==> config.mk <==
export PLATFORM = sky130hd
export DESIGN_NAME = out_io_receiver
export DESIGN_NICKNAME = d
export VERILOG_FILES = /design/src/rtl/out_io_pkg.sv /design/src/rtl/out_io_fifo_mem.sv /design/src/rtl/out_io_receiver.sv
export SDC_FILE = /design/constraint.sdc
export NUM_CORES = 1
export LEC_CHECK = 0
export CORE_ASPECT_RATIO = 0.75
export CORE_UTILIZATION = 45
export DETAILED_ROUTE_END_ITERATION = 8
export PLACE_DENSITY = 0.68
export RECOVER_POWER = 25
export SYNTH_ARGS = -nofsm -noshare
export SYNTH_HDL_FRONTEND = slang
export SYNTH_SLANG_ARGS = --single-unit
==> constraint.sdc <==
create_clock -name clk -period 3.6 [get_ports clk]
set_clock_uncertainty 0.05 [all_clocks]
set_input_delay 0.72 -clock clk [delete_from_list [all_inputs] [get_ports clk]]
set_output_delay 0.72 -clock clk [all_outputs]
set_load 0.01 [all_outputs]
==> src/rtl/out_io_pkg.sv <==
// Shared constants and helpers for the CPU output-port receiver.
// Holds the default FIFO geometry and the pointer-width function.
package out_io_pkg;

    localparam int OUT_IO_DEPTH  = 8;
    localparam int OUT_IO_DATA_W = 8;

    // A depth-1 FIFO still needs a 1-bit pointer so the port widths stay legal.
    function automatic int ptr_w(input int depth);
        return (depth > 1) ? $clog2(depth) : 1;
    endfunction

endpackage

==> src/rtl/out_io_fifo_mem.sv <==
// DEPTH x DATA_W register array for the output-port FIFO.
// Synchronous write port, asynchronous read port; contents survive reset.
module out_io_fifo_mem
    import out_io_pkg::*;
#(
    parameter int DEPTH  = OUT_IO_DEPTH,
    parameter int DATA_W = OUT_IO_DATA_W
) (
    input  logic                     clk,
    input  logic                     we,
    input  logic [ptr_w(DEPTH)-1:0]  waddr,
    input  logic [DATA_W-1:0]        wdata,
    input  logic [ptr_w(DEPTH)-1:0]  raddr,
    output logic [DATA_W-1:0]        rdata
);

    logic [DATA_W-1:0] mem [DEPTH];

    always_ff @(posedge clk) begin
        if (we) begin
            mem[waddr] <= wdata;
        end
    end

    assign rdata = mem[raddr];

endmodule

==> src/rtl/out_io_receiver.sv <==
// Receiver for the CPU 8-bit output port: buffers each write strobe in a
// first-word-fall-through FIFO drained over valid/ready. Optional OUT_IO_RX_DEDUP_EN drops repeated bytes.
module out_io_receiver
    import out_io_pkg::*;
#(
    parameter int DEPTH  = OUT_IO_DEPTH,
    parameter int DATA_W = OUT_IO_DATA_W
) (
    input  logic                   clk,
    input  logic                   rst_n,
    input  logic                   io_we,
    input  logic [DATA_W-1:0]      io_data,
    input  logic                   rd_ready,
    input  logic                   clr_ovf,
    output logic                   rd_valid,
    output logic [DATA_W-1:0]      rd_data,
    output logic [ptr_w(DEPTH):0]  count,
    output logic                   overflow
);

    localparam int PTR_W = ptr_w(DEPTH);
    localparam int CNT_W = PTR_W + 1;
    localparam logic [CNT_W-1:0] FULL_CNT = CNT_W'(DEPTH);

    logic [PTR_W-1:0]  wr_ptr;
    logic [PTR_W-1:0]  rd_ptr;
    logic [CNT_W-1:0]  cnt_q;
    logic              ovf_q;
    logic [DATA_W-1:0] mem_rdata;

    logic full;
    logic empty;
    logic pop;
    logic cand;
    logic push;
    logic drop;

    assign full  = (cnt_q == FULL_CNT);
    assign empty = (cnt_q == '0);
    assign pop   = !empty && rd_ready;

`ifdef OUT_IO_RX_DEDUP_EN
    logic [DATA_W-1:0] last_q;
    logic              last_vld;
    logic              dup;

    // last_vld makes the very first write after reset pass even if it is zero.
    assign dup  = last_vld && (io_data == last_q);
    assign cand = io_we && !dup;

    always_ff @(posedge clk or negedge rst_n) begin
        if (!rst_n) begin
            last_q   <= '0;
            last_vld <= 1'b0;
        end else if (push) begin
            last_q   <= io_data;
            last_vld <= 1'b1;
        end
    end
`else
    assign cand = io_we;
`endif

    assign push = cand && (!full || pop);
    assign drop = cand && full && !pop;

    always_ff @(posedge clk or negedge rst_n) begin
        if (!rst_n) begin
            wr_ptr <= '0;
            rd_ptr <= '0;
            cnt_q  <= '0;
        end else begin
            if (push) begin
                wr_ptr <= wr_ptr + PTR_W'(1);
            end
            if (pop) begin
                rd_ptr <= rd_ptr + PTR_W'(1);
            end
            if (push && !pop) begin
                cnt_q <= cnt_q + CNT_W'(1);
            end else if (pop && !push) begin
                cnt_q <= cnt_q - CNT_W'(1);
            end
        end
    end

    // Set beats clear when both land in the same cycle.
    always_ff @(posedge clk or negedge rst_n) begin
        if (!rst_n) begin
            ovf_q <= 1'b0;
        end else if (drop) begin
            ovf_q <= 1'b1;
        end else if (clr_ovf) begin
            ovf_q <= 1'b0;
        end
    end

    out_io_fifo_mem #(
        .DEPTH  (DEPTH),
        .DATA_W (DATA_W)
    ) u_mem (
        .clk   (clk),
        .we    (push),
        .waddr (wr_ptr),
        .wdata (io_data),
        .raddr (rd_ptr),
        .rdata (mem_rdata)
    );

    // Memory is not cleared by reset, so the head is masked while empty.
    assign rd_valid = !empty;
    assign rd_data  = empty ? '0 : mem_rdata;
    assign count    = cnt_q;
    assign overflow = ovf_q;

endmodule

==> results of run 1 <==
cell families after synthesis:
| group | count (synthesis) |
|---|---|
| flops | 75 |
| simple gates | 26 |
| mux | 20 |
| compound gates | 18 |
| buf+inv | 12 |
| xor+xnor | 6 |
| fa+ha+maj | 6 |
synth_stat cells:
cell type  count  share of area, %
a22o_1         8               2.3
nand3b_1       1              0.24
nor2_1         3              0.36
mux2i_1        1              0.32
dfrtp_1       11               8.9
clkbuf_1       2              0.24
ha_1           5               2.0
nor4_1         1              0.20
xnor2_1        6               1.7
buf_2          3              0.49
nand2_1        4              0.49
o211ai_1       4              0.97
mux4_2        16                12
buf_6          2              0.73
nand2b_1       3              0.61
nor3_1         5              0.81
or3_1          2              0.41
and2_4         1              0.28
a21oi_1        2              0.32
o32ai_1        1              0.28
mux2_2         3               1.1
a2111o_1       1              0.36
o21ai_0        1              0.16
o21ai_2        1              0.28
buf_1          1              0.12
edfxtp_1      64                62
fa_1           1              0.65
inv_1          4              0.49
nand3_1        3              0.49
nor2b_1        1              0.20
or4_1          2              0.49
layout by cell type, fill, tap and decap left out, drive strengths merged, types with 2 or more instances in the layout:
cell / netlist / final
edfxtp: 64 / 64
clkdlybuf4s50: 0 / 19
mux4: 16 / 16
dfrtp: 11 / 11
buf: 6 / 11
clkbuf: 2 / 11
a22o: 8 / 8
dlygate4sd3: 0 / 7
xnor2: 6 / 6
nor3: 5 / 5
ha: 5 / 5
inv: 4 / 4
nand2: 4 / 4
o211ai: 4 / 4
nand2b: 3 / 3
nor2: 3 / 3
mux2: 3 / 3
nand3: 3 / 3
clkinv: 0 / 3
or4: 2 / 2
or3: 2 / 2
a21oi: 2 / 2
o21ai: 2 / 2
worst max-delay path, stage by stage, from the launching register on:
cell and delay, ns:
dfrtp_1 0.48, or4_1 0.64, nor2b_1 0.17, buf_4 0.17, a22o_1 0.24, clkdlybuf4s50_1 0.49
metal layers:
metal  track usage (%)  vias up
met1              23.4      840
met3              6.28        2
met2              29.3       48
met4              5.05        0
met5                 0        -
li1                  -      739
power breakdown:
group          switching, W  internal [W]  total, W
logic              0.000488      0.000632   0.00112
registers          0.000145       0.00112   0.00126
clock network      0.000299      0.000324  0.000623
total              0.000933       0.00207   0.00300
sequential cells by signal, indices dropped and copies added (netlist names):
register,count
rd_ptr,3
u_mem.mem,64
wr_ptr,3
overflow,1
count,4
final timing paths:
check	start	to	cells after the start
min in group asynchronous	rst_n	wr_ptr[0]	1
worst min-delay path	rd_ptr[2]	rd_ptr[2]	1
worst max-delay path	count[0]	rd_data[6]	5
worst min register to register	rd_ptr[2]	rd_ptr[2]	1
worst max register to register	count[0]	count[3]	9
max in group asynchronous	rst_n	rd_ptr[0]	1
cell type report:
class,count,share of cell area [%]
inverters,4,0.408
clock buffers,11,3.57
multi-input cells,76,22.4
repair buffers,37,9.33
flip-flops and latches,75,59.8
clock inverters,5,1.74
well taps,81,2.76
per-stage QoR:
step / utilization [%] / setup WS [ns] / hold slack, ns / cells
final: 56.8 / 0.305 / 0.451 / 289
after global routing: 56.8 / 0.193 / 0.489 / 289
after CTS: 56.8 / 0.283 / 0.457 / 289
after detailed placement: 53.8 / 0.163 / 0.442 / 273
after global placement: 53.8 / 0.308 / 0.440 / 273
after floorplan: - / 0.809 / 0.374 / 163
==> results.toml, run 1 <==
[clock_network]
ctsHtreeMaxLevel = 3
clk_latency_ns = 0.34
cts_root_buf = "clkbuf_8"
cts_made_buffers = 9
cts_setup_buffers = 0
cts_buffer_depth = 2
clkTransAtPathRegs_ns = 0.08
cts_hold_buf = 0
cts_tree = "done"
cts_sinks = 75
post_cts_resized = 0

[worst_setup_path]
critPathKind = "reg2out"
crit_fanout = 8
crit_required_ns = 2.83
cp-start-kind = "flop"
worst_ep_arrival_time_ns = 2.53
ff2ff_setup_slack_ns = 0.56
end_kind = "output pin"

[logic_synthesis]
synth_top_family_by_area = "multiplexers"
ys_seq_area_share_pct = 71.2
synth.area.mux_share_pct = 13.1
synthesis.area_mm2 = 0.00309
synth_area_per_cell_um2 = 18.9
ys_types = 31
synthAdderAreaFrac_pct = 2.68
synth-compound-area-share_pct = 4.66
synthSimpleGateAreaFrac_pct = 4.58
synth-seq-cells = 75
synth_nets = 182
ys_warn_count = 0
synth_xor_xnor_area_share_pct = 1.70
netlist_instances = 163

[final_layout]
area_delta_synth_final_pct = 19.1
fillCellCount = 483
stdcell_area_mm2 = 0.00368
regArea_mm2 = 0.00220
nets = 222
drive_gt1_share_pct = 22.1
multiInputGateArea_um2 = 825
antennaDiodeCount = 0

[routing]
dr.max_layer_used = "met4"
num_vias = 1629
wl_met3_um = 282
dr_wl_met2_mm = 2.92
dr.first_iter.drc_count = 172
routedWlPerCell_um = 19.7
vias_per_cell = 5.64
met1_length_mm = 2.47
detail-route-antenna-nets = 0
first_pass_iters = 6
drt-total-wl_mm = 5.69
drc = 4

[sta]
hold_violations = 0
finalSetupViolCount = 0
relSlewSlack_pct = 47.9
period_share_pct = 91.5
fin_setup_tns_ns = 0
worst_pin_slew_ns = 0.781
max_freq_ghz = 0.303
fin_crit_ns = 3.30
rsz0062_at_grt = "no"
finalMaxSlewViolations = 0

[run_status]
status = "complete, but fails checks"
violations = "design-rule violations"

[hold_path]
hold_path_class = "reg2reg"

[placed_design]
hpwl_mm = 3.73
gp_congestion = 0.744
place_area_mm2 = 0.00348
portBuffers = 26

[job]
cap_violations = 0

[floorplanning]
ios = 27
die_h_um = 73.7
die_x_um = 97.6
start_util_pct = 47.7
core_mm2 = 0.00647
rows = 25
dieArea_mm2 = 0.00720

[grt]
grt_pass1_vias = 1699
grt_pass1_wl_mm = 9.14
antenna_found_initial = 0
grt_max_degree = 19
grt_remaining_overflow = 0
grtUsageTotal_pct = 18.0

[power]
power_w = 0.00300
peakVddDrop_uv = 298
p_leak_nw = 1.25
power.density_mw_per_mm2 = 817
Power figures use the tool's default switching activity.
==> run 2: changes to the inputs <==
--- a/config.mk
+++ b/config.mk
@@ -7,6 +7,7 @@
 export LEC_CHECK = 0
 export CORE_ASPECT_RATIO = 0.75
 export CORE_UTILIZATION = 45
+export CTS_CLUSTER_SIZE = 10
 export DETAILED_ROUTE_END_ITERATION = 8
 export PLACE_DENSITY = 0.68
 export RECOVER_POWER = 25
==> results of run 2 <==
Final layout, timing and power as in run 1 (identical DEF).
